### src/rtl/conv_layer_seq_if.sv
// Handshake and tile-descriptor bundle between the layer sequencer and
// its environment (host control side and tile engine side).
//   master : sequencer view (drives busy/done/tile_start/tile fields/perf)
//   slave  : environment view (drives layer_start/layer_abort/tile_done)
interface conv_layer_seq_if #(
    parameter int AW = 32
);
    logic          layer_start;
    logic          layer_abort;
    logic          layer_busy;
    logic          layer_done;
    logic          tile_start;
    logic          tile_done;
    logic [AW-1:0] tile_base_n;
    logic [AW-1:0] tile_base_m;
    logic [AW-1:0] tile_base_row;
    logic [AW-1:0] tile_base_col;
    logic [AW-1:0] tile_size_n;
    logic [AW-1:0] tile_size_m;
    logic [AW-1:0] tile_size_row;
    logic [AW-1:0] tile_size_col;
    logic          tile_first_m;
    logic          tile_last_m;
    logic [31:0]   perf_cycles;
    logic [15:0]   perf_tiles;

    modport master (
        input  layer_start, layer_abort, tile_done,
        output layer_busy, layer_done, tile_start,
        output tile_base_n, tile_base_m, tile_base_row, tile_base_col,
        output tile_size_n, tile_size_m, tile_size_row, tile_size_col,
        output tile_first_m, tile_last_m, perf_cycles, perf_tiles
    );

    modport slave (
        output layer_start, layer_abort, tile_done,
        input  layer_busy, layer_done, tile_start,
        input  tile_base_n, tile_base_m, tile_base_row, tile_base_col,
        input  tile_size_n, tile_size_m, tile_size_row, tile_size_col,
        input  tile_first_m, tile_last_m, perf_cycles, perf_tiles
    );
endinterface

### src/rtl/conv_layer_seq.sv
// Layer tile sequencer: walks n/row/col/m tiles (m innermost) and drives
// one tile engine through tile_start/tile_done with an inter-tile gap.
// Ports: clk, rst (sync, active-high), bus (conv_layer_seq_if.master).
// Optional macro CONV_LAYER_SEQ_PERF_EN enables perf_cycles/perf_tiles.
module conv_layer_seq #(
    parameter int AW         = 32,
    parameter int N          = 32,
    parameter int M          = 32,
    parameter int R          = 64,
    parameter int C          = 32,
    parameter int Tn         = 16,
    parameter int Tm         = 16,
    parameter int Tr         = 64,
    parameter int Tc         = 16,
    parameter int GAP_CYCLES = 4
) (
    input logic              clk,
    input logic              rst,
    conv_layer_seq_if.master bus
);

    if (Tn < 1 || Tn > N || Tm < 1 || Tm > M || Tr < 1 || Tr > R ||
        Tc < 1 || Tc > C || GAP_CYCLES < 0 ||
        (N >> AW) != 0 || (M >> AW) != 0 ||
        (R >> AW) != 0 || (C >> AW) != 0) begin : g_bad_cfg
        $error("conv_layer_seq: illegal tile configuration");
    end

    localparam int GW = (GAP_CYCLES > 0) ? $clog2(GAP_CYCLES + 1) : 1;

    localparam logic [AW-1:0] DN = AW'(N);
    localparam logic [AW-1:0] DM = AW'(M);
    localparam logic [AW-1:0] DR = AW'(R);
    localparam logic [AW-1:0] DC = AW'(C);
    localparam logic [AW-1:0] TN = AW'(Tn);
    localparam logic [AW-1:0] TM = AW'(Tm);
    localparam logic [AW-1:0] TR = AW'(Tr);
    localparam logic [AW-1:0] TC = AW'(Tc);

    typedef enum logic [2:0] {
        S_IDLE, S_ISSUE, S_WAIT, S_GAP, S_DONE
    } state_e;

    state_e        state_q, state_d;
    logic [GW-1:0] gap_q, gap_d;
    logic [AW-1:0] bn_q, bn_d, bm_q, bm_d;
    logic [AW-1:0] br_q, br_d, bc_q, bc_d;

    logic busy, tile_start, layer_done;
    logic wrap_n, wrap_m, wrap_r, wrap_c, last_tile;
    logic start_ok, done_ok;

    // An index wraps once its tile reaches or passes the dimension edge.
    assign wrap_n = ({1'b0, bn_q} + {1'b0, TN}) >= {1'b0, DN};
    assign wrap_m = ({1'b0, bm_q} + {1'b0, TM}) >= {1'b0, DM};
    assign wrap_r = ({1'b0, br_q} + {1'b0, TR}) >= {1'b0, DR};
    assign wrap_c = ({1'b0, bc_q} + {1'b0, TC}) >= {1'b0, DC};
    assign last_tile = wrap_n & wrap_m & wrap_r & wrap_c;

    assign start_ok = (state_q == S_IDLE) & bus.layer_start
                    & ~bus.layer_abort;
    assign done_ok  = (state_q == S_WAIT) & bus.tile_done
                    & ~bus.layer_abort;

    always_ff @(posedge clk) begin
        if (rst) state_q <= S_IDLE;
        else     state_q <= state_d;
    end

    // GAP always lasts GAP_CYCLES+1 cycles: the extra cycle lets the
    // advanced bases settle before the next tile_start.
    always_comb begin
        state_d = state_q;
        if (bus.layer_abort) begin
            state_d = S_IDLE;
        end else begin
            unique case (state_q)
                S_IDLE:  if (bus.layer_start) state_d = S_ISSUE;
                S_ISSUE: state_d = S_WAIT;
                S_WAIT:  if (bus.tile_done)
                             state_d = last_tile ? S_DONE : S_GAP;
                S_GAP:   if (gap_q == '0) state_d = S_ISSUE;
                S_DONE:  state_d = S_IDLE;
                default: state_d = S_IDLE;
            endcase
        end
    end

    always_comb begin
        busy       = 1'b0;
        tile_start = 1'b0;
        layer_done = 1'b0;
        unique case (state_q)
            S_ISSUE: begin busy = 1'b1; tile_start = 1'b1; end
            S_WAIT:  busy = 1'b1;
            S_GAP:   busy = 1'b1;
            S_DONE:  layer_done = 1'b1;
            default: ;
        endcase
    end

    always_comb begin
        bn_d  = bn_q;
        bm_d  = bm_q;
        br_d  = br_q;
        bc_d  = bc_q;
        gap_d = gap_q;
        if (bus.layer_abort || start_ok) begin
            bn_d = '0;
            bm_d = '0;
            br_d = '0;
            bc_d = '0;
        end else if (done_ok && !last_tile) begin
            gap_d = GW'(GAP_CYCLES);
            // Odometer step, m innermost so partial sums chain.
            if (!wrap_m) begin
                bm_d = bm_q + TM;
            end else begin
                bm_d = '0;
                if (!wrap_c) begin
                    bc_d = bc_q + TC;
                end else begin
                    bc_d = '0;
                    if (!wrap_r) begin
                        br_d = br_q + TR;
                    end else begin
                        br_d = '0;
                        bn_d = bn_q + TN;
                    end
                end
            end
        end else if (state_q == S_GAP && gap_q != '0) begin
            gap_d = gap_q - 1'b1;
        end
    end

    always_ff @(posedge clk) begin
        if (rst) begin
            bn_q  <= '0;
            bm_q  <= '0;
            br_q  <= '0;
            bc_q  <= '0;
            gap_q <= '0;
        end else begin
            bn_q  <= bn_d;
            bm_q  <= bm_d;
            br_q  <= br_d;
            bc_q  <= bc_d;
            gap_q <= gap_d;
        end
    end

    assign bus.layer_busy    = busy;
    assign bus.layer_done    = layer_done;
    assign bus.tile_start    = tile_start;
    assign bus.tile_base_n   = bn_q;
    assign bus.tile_base_m   = bm_q;
    assign bus.tile_base_row = br_q;
    assign bus.tile_base_col = bc_q;
    // Edge tiles clip to the remainder; fields read 0 when not busy.
    assign bus.tile_size_n   = !busy ? '0 : wrap_n ? DN - bn_q : TN;
    assign bus.tile_size_m   = !busy ? '0 : wrap_m ? DM - bm_q : TM;
    assign bus.tile_size_row = !busy ? '0 : wrap_r ? DR - br_q : TR;
    assign bus.tile_size_col = !busy ? '0 : wrap_c ? DC - bc_q : TC;
    assign bus.tile_first_m  = busy & (bm_q == '0);
    assign bus.tile_last_m   = busy & wrap_m;

`ifdef CONV_LAYER_SEQ_PERF_EN
    logic [31:0] pc_q, pc_d;
    logic [15:0] pt_q, pt_d;

    always_comb begin
        pc_d = pc_q;
        pt_d = pt_q;
        if (start_ok) begin
            pc_d = '0;
            pt_d = '0;
        end else begin
            if (busy && pc_q != '1)    pc_d = pc_q + 1'b1;
            if (done_ok && pt_q != '1) pt_d = pt_q + 1'b1;
        end
    end

    always_ff @(posedge clk) begin
        if (rst) begin
            pc_q <= '0;
            pt_q <= '0;
        end else begin
            pc_q <= pc_d;
            pt_q <= pt_d;
        end
    end

    assign bus.perf_cycles = pc_q;
    assign bus.perf_tiles  = pt_q;
`else
    assign bus.perf_cycles = '0;
    assign bus.perf_tiles  = '0;
`endif

endmodule

### src/flat_wrapper.sv
// flat-port wrapper written by rule: the top's interface ports become plain ports
module conv_layer_seq_flat 
#(
    parameter int AW         = 32,
    parameter int N          = 32,
    parameter int M          = 32,
    parameter int R          = 64,
    parameter int C          = 32,
    parameter int Tn         = 16,
    parameter int Tm         = 16,
    parameter int Tr         = 64,
    parameter int Tc         = 16,
    parameter int GAP_CYCLES = 4
)
  (clk, rst, bus_layer_start, bus_layer_abort, bus_tile_done, bus_layer_busy, bus_layer_done, bus_tile_start, bus_tile_base_n, bus_tile_base_m, bus_tile_base_row, bus_tile_base_col, bus_tile_size_n, bus_tile_size_m, bus_tile_size_row, bus_tile_size_col, bus_tile_first_m, bus_tile_last_m, bus_perf_cycles, bus_perf_tiles);
  conv_layer_seq_if #(.AW(AW)) bus_i ();
  input logic clk;
  input logic rst;
  input wire logic [$bits(bus_i.layer_start)-1:0] bus_layer_start;
  input wire logic [$bits(bus_i.layer_abort)-1:0] bus_layer_abort;
  input wire logic [$bits(bus_i.tile_done)-1:0] bus_tile_done;
  output wire logic [$bits(bus_i.layer_busy)-1:0] bus_layer_busy;
  output wire logic [$bits(bus_i.layer_done)-1:0] bus_layer_done;
  output wire logic [$bits(bus_i.tile_start)-1:0] bus_tile_start;
  output wire logic [$bits(bus_i.tile_base_n)-1:0] bus_tile_base_n;
  output wire logic [$bits(bus_i.tile_base_m)-1:0] bus_tile_base_m;
  output wire logic [$bits(bus_i.tile_base_row)-1:0] bus_tile_base_row;
  output wire logic [$bits(bus_i.tile_base_col)-1:0] bus_tile_base_col;
  output wire logic [$bits(bus_i.tile_size_n)-1:0] bus_tile_size_n;
  output wire logic [$bits(bus_i.tile_size_m)-1:0] bus_tile_size_m;
  output wire logic [$bits(bus_i.tile_size_row)-1:0] bus_tile_size_row;
  output wire logic [$bits(bus_i.tile_size_col)-1:0] bus_tile_size_col;
  output wire logic [$bits(bus_i.tile_first_m)-1:0] bus_tile_first_m;
  output wire logic [$bits(bus_i.tile_last_m)-1:0] bus_tile_last_m;
  output wire logic [$bits(bus_i.perf_cycles)-1:0] bus_perf_cycles;
  output wire logic [$bits(bus_i.perf_tiles)-1:0] bus_perf_tiles;
  assign bus_i.layer_start = bus_layer_start;
  assign bus_i.layer_abort = bus_layer_abort;
  assign bus_i.tile_done = bus_tile_done;
  assign bus_layer_busy = bus_i.layer_busy;
  assign bus_layer_done = bus_i.layer_done;
  assign bus_tile_start = bus_i.tile_start;
  assign bus_tile_base_n = bus_i.tile_base_n;
  assign bus_tile_base_m = bus_i.tile_base_m;
  assign bus_tile_base_row = bus_i.tile_base_row;
  assign bus_tile_base_col = bus_i.tile_base_col;
  assign bus_tile_size_n = bus_i.tile_size_n;
  assign bus_tile_size_m = bus_i.tile_size_m;
  assign bus_tile_size_row = bus_i.tile_size_row;
  assign bus_tile_size_col = bus_i.tile_size_col;
  assign bus_tile_first_m = bus_i.tile_first_m;
  assign bus_tile_last_m = bus_i.tile_last_m;
  assign bus_perf_cycles = bus_i.perf_cycles;
  assign bus_perf_tiles = bus_i.perf_tiles;
  conv_layer_seq #(.AW(AW), .N(N), .M(M), .R(R), .C(C), .Tn(Tn), .Tm(Tm), .Tr(Tr), .Tc(Tc), .GAP_CYCLES(GAP_CYCLES)) u_core (.clk(clk), .rst(rst), .bus(bus_i));
endmodule
### config.mk
export PLATFORM = sky130hd
export DESIGN_NAME = conv_layer_seq_flat
export DESIGN_NICKNAME = d
export VERILOG_FILES = /design/src/rtl/conv_layer_seq_if.sv /design/src/rtl/conv_layer_seq.sv /design/src/flat_wrapper.sv
export SDC_FILE = /design/constraint.sdc
export NUM_CORES = 1
export LEC_CHECK = 0
export ABC_AREA = 1
export CAP_MARGIN = 20
export CORE_MARGIN = 10
export CORE_UTILIZATION = 53
export DETAILED_ROUTE_END_ITERATION = 12
export PLACE_DENSITY = 0.95
export REMOVE_ABC_BUFFERS = 1
export SLEW_MARGIN = 20
export SYNTH_ARGS = -nofsm -noshare
export SYNTH_HDL_FRONTEND = slang
export SYNTH_SLANG_ARGS = --single-unit
### constraint.sdc
create_clock -name clk -period 6.8 [get_ports clk]
set_input_delay 1.36 -clock clk [delete_from_list [all_inputs] [get_ports clk]]
set_output_delay 1.36 -clock clk [all_outputs]
set_load 0.01 [all_outputs]
After elaboration in Yosys (flattened, before gate mapping)
Cells that the tools add are included.
{ "classes": {"addsub": 13, "magnitude_cmp": 4, "eq_ne": 7, "muxes": 21, "bitwise_logic": 11, "n_reduce_logical": 17} }
{ "op_table": {"columns": ["cell", "n"], "rows": [
  ["32-bit 2-to-1 mux", 11],
  ["32-bit by 5-bit adder with 33-bit output, second input constant", 3],
  ["33-bit by 6-bit >= comparator with 1-bit output, second input constant", 3],
  ["32-bit by 5-bit adder with 32-bit output, second input constant", 3],
  ["6-bit by 32-bit subtractor with 32-bit output, first input constant", 3],
  ["32-bit by 7-bit adder with 33-bit output, second input constant", 1],
  ["33-bit by 7-bit >= comparator with 1-bit output, second input constant", 1],
  ["32-bit by 7-bit adder with 32-bit output, second input constant", 1],
  ["32-bit logical NOT", 1],
  ["7-bit by 32-bit subtractor with 32-bit output, first input constant", 1],
  ["3-bit 2-to-1 mux", 6],
  ["3-bit one-hot mux with 4 select lines", 1],
  ["1-bit bitwise AND", 9],
  ["3-bit by 2-bit == test with 1-bit output, second input constant", 2],
  ["3-bit logical NOT", 2],
  ["3-bit AND reduction", 2],
  ["2-bit != test, second input constant", 2],
  ["2-bit AND reduction", 2],
  ["4-bit AND reduction", 1],
  ["2-bit OR reduction", 2],
  ["3-bit by 1-bit == test with 1-bit output, second input constant", 1],
  ["3-bit == test, second input constant", 1],
  ["1-bit 2-to-1 mux", 3],
  ["3-bit nonzero test", 1],
  ["8 further kinds", 10]
]} }
{ "totals": {"ff_bits": 134, "input_bits": 5, "output_inout_bits": 309, "wordCells": 79} }

Depth between registers and ports, before layout
Gate-level depths: netlist of run 1.
{ "logic_depth": {"word_depth": 9, "depth_mapped": 21, "depth_no_buf": 21} }

Worst setup path after synthesis of run 1
Ideal clock, no wire load.
{ "synth_path": {"kind": "register to output", "startpoint": "reg u_core.bn_q[4], in the netlist u_core.bus.tile_base_n[4]", "endpoint": "out bus_tile_size_n[28]", "t_arrival_ps": 2506, "t_required_ps": 5440, "setup_slack_ps": 2934, "stages_incl_launch_ff": 15, "path_buffers": 0, "cell_sequence": "dfxtp_1 -> ha_1 -> inv_1 -> nand2_1 -> nor3_1 -> nand2_1 -> nor3_2 -> nand2_1 -> nor3_1 -> inv_1 -> nor2_1 -> nand2_1 -> nor2_2 -> nand4_1 -> a211oi_1"} }
{ "synth_via": {"elab_chain_len": 4, "word_cells_on_any_way": 5, "cone_classes": "2 x add/sub; 1 x order compare; 2 x mux"} }
{ "synth_rtl": {"columns": ["item", "line", "source"], "rows": [
  ["from (decl)", "conv_layer_seq.sv:46", "logic [AW-1:0] bn_q, bn_d, bm_q, bm_d;"],
  ["from (signal assigned)", "conv_layer_seq.sv:145", "bn_q <= bn_d;"],
  ["32-bit by 5-bit adder with 33-bit output", "conv_layer_seq.sv:54", "assign wrap_n = ({1'b0, bn_q} + {1'b0, TN}) >= {1'b0, DN};"],
  ["33-bit by 6-bit >= comparator with 1-bit output", "conv_layer_seq.sv:54", null],
  ["32-bit 2-to-1 mux (*) (2 in a row)", "conv_layer_seq.sv:161", "assign bus.tile_size_n = !busy ? '0 : wrap_n ? DN - bn_q : TN;"],
  ["to (decl)", "flat_wrapper.sv:29", "output wire logic [$bits(bus_i.tile_size_n)-1:0] bus_tile_size_n;"]
]} }
Every way passes the cells marked *; elsewhere a longest branch is shown, timed or not.

Worst setup path after layout of run 1
{ "layout_path": {"startpoint": "reg u_core.bn_q[4], in the netlist u_core.bus.tile_base_n[4]", "endpoint": "out bus_tile_size_n[13]"} }
The elaborated chain is that of the path after synthesis.

==> run metrics, run 1 <==
status=complete, no violations; ys async rst share=0; H-tree levels=4; Die Wd=about 160 um; Die Y=163 um; Avg Inst Size Synth=~5.7 um^2; mux contribution to synthesized area=0; grt ovf=0; max cap viols=0; Final min period=between 5 and 6 ns; post-CTS setup buffer count=0; CTS Buffer Depth=2; Worst Hold Depth=2; Total Wirelength=37.9 mm; Psw=slightly above 0.4 mW; non-filler cells, final=2,382; Worst-path clk slew=~0.060 ns; crit end category=output pin; hold crit path type=flip-flop to flip-flop; Inst Count DP=around 2,300; Post-Synth Simple-Gate Area=0.491; drt wl/cell=15.9 um; crit share post-route=0.785; largest delay contributor family on the critical path=simple AND/OR/NAND/NOR gates; slowest cell on the critical path=clkdlybuf4s50_1; #FFs+latches synth=between 100 and 150; row cnt=52; layout cells sized above 1=0.0412; Clock Sinks=approximately 120; main combinational cell family by area after synthesis=simple AND/OR/NAND/NOR gates; drt pass-1 iters=6; most frequent cells in the layout=480 x nand2_1, 373 x nor2_1, 236 x inv_1; Synth Cell Area=between 0.01 and 0.015 mm^2; WP data arrival=slightly below 4 ns; cell chain of the critical path=nand2_1, nor2_2, nand2_2, nor2_1, nand2_1, nand2_1, nor2_1, nand3b_1, nor2_1, nand3_1, nor2_2, nor2_1, inv_2, a311oi_1, clkdlybuf4s50_1; Max stage delay on crit path=roughly 0.60 ns; Setup Skew=0.0128 ns; first-pass GRT wire length=about 61 mm; clock latency on the worst-skew pair=0.43 ns; Synth Area in Compound Gates=0.0474; Ys Warns=0; Worst Setup SP=u_core.bus.tile_base_n[4]; die area=around 0.027 mm^2; Place WS=1.93 ns; number of fill cells in the layout=~1,900; post-synthesis sequential area ratio=0.215; worst ir drop on vdd=between 150 and 200 uV; number of library cell types mapped by synthesis=48; R2R Setup Slk=~2.2 ns; final worst slack=approximately 1.5 ns; buffer and inverter count on the worst path=2; Clk pwr share=0.563; Max Freq=187 MHz; largest net degree at the start of global routing=59; cells on worst reg2reg path=18; PD cells=roughly 130 mW/mm^2; Pleak=about 5.9 nW; total CTS buffers=17; All-Layer GR Usage=0.274; Flop pwr share=0.401; number of synthesized flops with an enable pin=0; Core ar.=roughly 0.02 mm^2; crit path kind=flip-flop to output pin; CTS resizes=0; area growth from synthesis to layout=24.7%; Worst Hold End=u_core.bus.tile_base_col[31]; initial core utilization=0.536; DPL Wire Length=29.8 mm; Syn Inst Count=1,907; CP max FO=19; max_slew headroom=0.387; sw frac=0.242; total number of vias=around 13,000; hold path start=u_core.bus.tile_base_col[31]; worst r2r src=u_core.bus.tile_base_row[6]; count of pins over their slew limit=0; setup TNS=0 ns; fraction of the mapped netlist area in adder cells=0.0174; CTS root buffer=clkbuf_16; cts hold-fix bufs=0; DRT iter0 DRCs=1,138; worst reg2reg endpoint=u_core.bus.tile_base_row[24]; CTS tree=yes; Gate power share=0.037; Final Hold Fails=0; Antenna Nets Post-Route=0; CP startpoint kind=flip-flop; final setup vio count=0; initial antenna violation count=1; vias in the first global route=between 10,000 and 15,000; post-synthesis xor/xnor area fraction=0.0607; Top-Level Pins=between 300 and 400; WP data required=around 5.4 ns; post-DR vias/cell=~5.3; Internal=between 1 and 1.5 mW; Nets=2,118; most common library cell in the layout ignoring fill and taps=nand2_1; Main synth FF type=dfxtp_1; PortBufs=229; Most Frequent Cell on Critical Path=nor2_1; drt drc=0; RSZ-0062 raised after global routing=false; worst slew pin tran=~0.92 ns; final weighted congestion in routability-driven placement=a little under 1
## layout make-up
class                      instances  area (um^2)  area share
antenna                            1         2.50    0.000186
clock buffer                      20          457      0.0339
clock inverter                    12          154      0.0114
inverter                         244          916      0.0679
multi-input combinational       1488         6990       0.518
sequential                       116         2320       0.172
tap                              270          338      0.0251
timing repair buffer             231         2310       0.171
## cells by family after synthesis
logic type,count (synthesis)
simple gates,1228
buf+inv,386
flops,116
compound gates,86
xor+xnor,75
fa+ha+maj,15
other cells,1
## synthesized netlist by cell type, types with 2 or more instances
cell type,n,area [um^2]
buf_2,31,155
and2_1,4,25.0
nor4_1,7,43.8
buf_6,2,22.5
nor3_2,4,40.0
nand3_2,3,30.0
nor2_2,25,156
buf_4,85,638
dfxtp_1,116,2320
nand4_1,63,394
nor3_1,104,521
inv_2,7,26.3
a21oi_1,27,135
nor2_1,374,1400
inv_1,236,886
a31oi_1,2,12.5
o2111ai_1,3,26.3
clkbuf_1,19,71.3
xor2_1,72,631
buf_1,3,11.3
nand2_2,7,43.8
o21a_1,2,15.0
nand3_1,137,686
nand3b_1,6,45.0
xnor2_1,3,26.3
ha_1,15,188
o21ai_0,35,175
nor2_4,2,22.5
o211ai_1,3,22.5
nor3b_1,7,52.6
nand2_1,481,1810
clkbuf_2,2,10.0
a211oi_1,5,37.5
## how the worst max path moves through the flow
stage / cells after the start / end
2_1_floorplan: 6 / bus_tile_size_n[28]
3_3_place_gp: 16 / bus_tile_size_n[13]
3_5_place_dp: 15 / bus_tile_size_n[13]
4_1_cts: 15 / bus_tile_size_n[13]
5_1_grt: 15 / bus_tile_size_n[13]
6_report: 15 / bus_tile_size_n[13]
## sequential cells by signal, indices dropped and copies added, names as in the netlist
signal and cells:
u_core.bus.tile_base_col 28, u_core.bus.tile_base_n 28, u_core.gap_q 3, u_core.bus.tile_base_row 26
u_core.state_q 3, u_core.bus.tile_base_m 28
## power by group through the flow
stage / combinational (mW) / clock, mW / sequential, mW
final: 0.0624 / 0.956 / 0.681
after global routing: 0.0690 / 0.997 / 0.680
after floorplan: 0.0386 / 0 / 0.695
after detailed placement: 0.0590 / 0 / 0.695
after global placement: 0.0580 / 0 / 0.695
after CTS: 0.0591 / 0.959 / 0.681
## worst reg2reg max path: stages, from the launching register on
cell	delay [ns]
dfxtp_1	0.52
ha_1	0.25
inv_1	0.07
nor2_2	0.22
nand2_1	0.12
inv_1	0.13
nand2_1	0.06
nand2_1	0.06
nand2_1	0.05
nor2_1	0.17
nand3_1	0.14
nor2_2	0.11
nand3_2	0.53
nand2_1	0.34
inv_2	0.08
nand2_4	0.09
nand3_2	0.53
a21oi_4	0.84
nor3_1	0.11
## stage by stage
| stage | hold slack [ns] | utilization | area, um^2 | power [mW] |
|---|---|---|---|---|
| after floorplan | 0.452 | - | 10200 | 0.734 |
| after global placement | 0.462 | 0.638 | 12900 | 0.753 |
| after detailed placement | 0.465 | 0.638 | 12900 | 0.754 |
| after CTS | 0.478 | 0.668 | 13500 | 1.70 |
| after global routing | 0.489 | 0.669 | 13500 | 1.75 |
| final | 0.485 | 0.669 | 13500 | 1.70 |
## routing by layer
layer / share of wire / GRT usage / up-vias
met1: 0.41 / 0.331 / 5820
met2: 0.47 / 0.463 / 555
met4: 0.029 / 0.0975 / 0
met5: 0 / 0 / -
li1: - / - / 6243
met3: 0.090 / 0.0672 / 85
Note: power is estimated with default switching activity, not from simulation.
==> inputs of run 2 (changes only) <==
--- a/config.mk
+++ b/config.mk
@@ -8,9 +8,9 @@
 export ABC_AREA = 1
 export CAP_MARGIN = 20
 export CORE_MARGIN = 10
-export CORE_UTILIZATION = 53
+export CORE_UTILIZATION = 49
 export DETAILED_ROUTE_END_ITERATION = 12
-export PLACE_DENSITY = 0.95
+export PLACE_DENSITY = 0.9
 export REMOVE_ABC_BUFFERS = 1
 export SLEW_MARGIN = 20
 export SYNTH_ARGS = -nofsm -noshare
==> constraint.sdc (replaced) <==
create_clock -name clk -period 5 [get_ports clk]
set_input_delay 1 -clock clk [delete_from_list [all_inputs] [get_ports clk]]
set_output_delay 1 -clock clk [all_outputs]
set_load 0.01 [all_outputs]
==> run 2 against run 1 <==
Wire length increased by 1.3%. Flip-flop and latch count unchanged. Core utilization decreased by 4.2 points. Critical endpoint is now bus_tile_size_n[30]. Highest routed layer unchanged.
==> run metrics, run 2 (synthesized netlist as in run 1, its figures left out) <==
Die Y=around 170 um; die area=roughly 0.028 mm^2; worst ir drop on vdd=roughly 220 uV; cell chain of the critical path=ha_1, inv_1, nand2_1, nor3_2, nand2_1, nor3_4, nand2_1, nor3_1, inv_1, nor2_1, nand2_1, nor2_2, nand4_1, o21ai_0, o211a_1, clkdlybuf4s50_1; largest net degree at the start of global routing=62; Nets=about 2,100; first-pass GRT wire length=a little over 60 mm; most frequent cells in the layout=479 x nand2_1, 371 x nor2_1, 236 x inv_1; crit path kind=flip-flop to output pin; Final Hold Fails=0; final worst slack=0.253 ns; grt ovf=0; slowest cell on the critical path=clkdlybuf4s50_1; crit end category=output pin; R2R Setup Slk=around 1.3 ns; Placed Area=~0.013 mm^2; final weighted congestion in routability-driven placement=just under 1; area growth from synthesis to layout=26.0%; Max Freq=211 MHz; Setup Skew=between 0.01 and 0.015 ns; WP data required=roughly 4.0 ns; Inst Count DP=about 2,400; non-filler cells, final=2,399; max cap viols=0; Top-Level Pins=around 310; CTS resizes=0; hold path start=u_core.gap_q[1]; CTS tree=yes; Total Wirelength=38.4 mm; post-DR vias/cell=between 5 and 6; cells on worst reg2reg path=20; initial core utilization=0.497; drt wl/cell=16.0 um; Pleak=roughly 5.9 nW; count of pins over their slew limit=0; total number of vias=12,800; worst reg2reg endpoint=u_core.bus.tile_base_row[13]; WP data arrival=~3.8 ns; number of fill cells in the layout=2,058; FF/Latch Area=between 0.002 and 0.0025 mm^2; Worst-path clk slew=~0.06 ns; DRT iter0 DRCs=roughly 1,300; worst r2r src=u_core.bus.tile_base_row[6]; clock latency on the worst-skew pair=~0.43 ns; Worst Hold End=u_core.gap_q[1]; CP startpoint kind=flip-flop; vias in the first global route=roughly 12,000; Post-Layout Inst Area=between 0.01 and 0.015 mm^2; crit share post-route=0.949; ANT cells=0; Most Frequent Cell on Critical Path=nand2_1; Clock Sinks=roughly 120; post-CTS setup buffer count=0; row cnt=54; Place WS=between 0.6 and 0.7 ns; Worst Hold Depth=2; most common library cell in the layout ignoring fill and taps=nand2_1; max_slew headroom=0.513; CP max FO=8; Antenna Nets Post-Route=0; buffer and inverter count on the worst path=3; All-Layer GR Usage=0.256; hold crit path type=flip-flop to flip-flop; final setup vio count=0; RSZ-0062 raised after global routing=true; layout cells sized above 1=0.0472; Die Wd=169 um; PortBufs=about 230; PD cells=between 150 and 200 mW/mm^2; DPL Wire Length=approximately 30 mm; Final min period=~4.7 ns; initial antenna violation count=0; total CTS buffers=17; largest delay contributor family on the critical path=simple AND/OR/NAND/NOR gates; Max stage delay on crit path=~0.54 ns; status=complete, no violations; CTS root buffer=clkbuf_16; worst slew pin tran=between 0.7 and 0.8 ns; drt pass-1 iters=6; Core ar.=between 0.02 and 0.025 mm^2; H-tree levels=4; hold_ws=slightly below 0.5 ns; CTS Buffer Depth=2; cts hold-fix bufs=0; drt drc=0; multi-input logic area=approximately 0.007 mm^2
## run 2: cell types whose count changed in the layout (fill, tap and decap cells not counted), moves of 2 or more
cell,delta
buf_4,+8
bufinv_16,+2
clkinv_2,-2
nor2_1,-2
nor2_2,+2
## run 2: per-stage QoR
| step | util | TNS [ns] | power [mW] |
|---|---|---|---|
| 6_report | 0.626 | 0 | 2.44 |
| 3_3_place_gp | 0.595 | 0 | 1.03 |
| 5_1_grt | 0.626 | -0.0351 | 2.49 |
| 2_1_floorplan | - | 0 | 0.998 |
| 4_1_cts | 0.625 | 0 | 2.44 |
| 3_5_place_dp | 0.595 | 0 | 1.03 |
## run 2: cell type report
type | count | area share
Clock inverter | 14 | 0.0165
Timing Repair Buffer | 239 | 0.174
Sequential cell | 116 | 0.170
Tap cell | 280 | 0.0257
Multi-Input combinational cell | 1488 | 0.514
Clock buffer | 18 | 0.0322
Inverter | 244 | 0.0674
## run 2: power by group
part / internal [mW] / total (mW) / switching, mW
Clock: 0.906 / 1.43 / 0.521
Sequential: 0.925 / 0.925 / 0.000573
Combinational: 0.0155 / 0.0863 / 0.0708
## run 2: worst max path at each step
stage / start / end / cells past startpoint
global route: u_core.bus.tile_base_n[4] / bus_tile_size_n[30] / 16
CTS: u_core.bus.tile_base_m[5] / bus_tile_size_m[7] / 14
detailed placement: u_core.bus.tile_base_n[4] / bus_tile_size_n[30] / 16
finish: u_core.bus.tile_base_n[4] / bus_tile_size_n[30] / 16
floorplan: u_core.state_q[1] / bus_tile_size_n[28] / 6
global placement: u_core.bus.tile_base_m[5] / bus_tile_size_m[7] / 14
## run 2: routing by layer
layer / up-vias / share of wire / global-route usage
met3: 81 / 0.094 / 0.0632
met4: 0 / 0.026 / 0.0874
li1: 6253 / - / -
met2: 635 / 0.47 / 0.434
met5: - / 0 / 0
met1: 5876 / 0.41 / 0.310
## run 2: worst reg2reg max path, stage by stage, from the launching register on
cell	delay, ns
dfxtp_1	0.51
ha_1	0.25
inv_1	0.08
nor2_2	0.21
nand2_1	0.12
inv_1	0.13
nand2_1	0.07
nand2_1	0.06
nand2_1	0.05
nor2_1	0.11
nand3_1	0.11
nor2_2	0.10
nand3_2	0.48
nand2_1	0.30
inv_2	0.07
nand2_4	0.08
nand3_2	0.06
buf_4	0.25
a21oi_4	0.15
buf_4	0.30
nor3_1	0.09
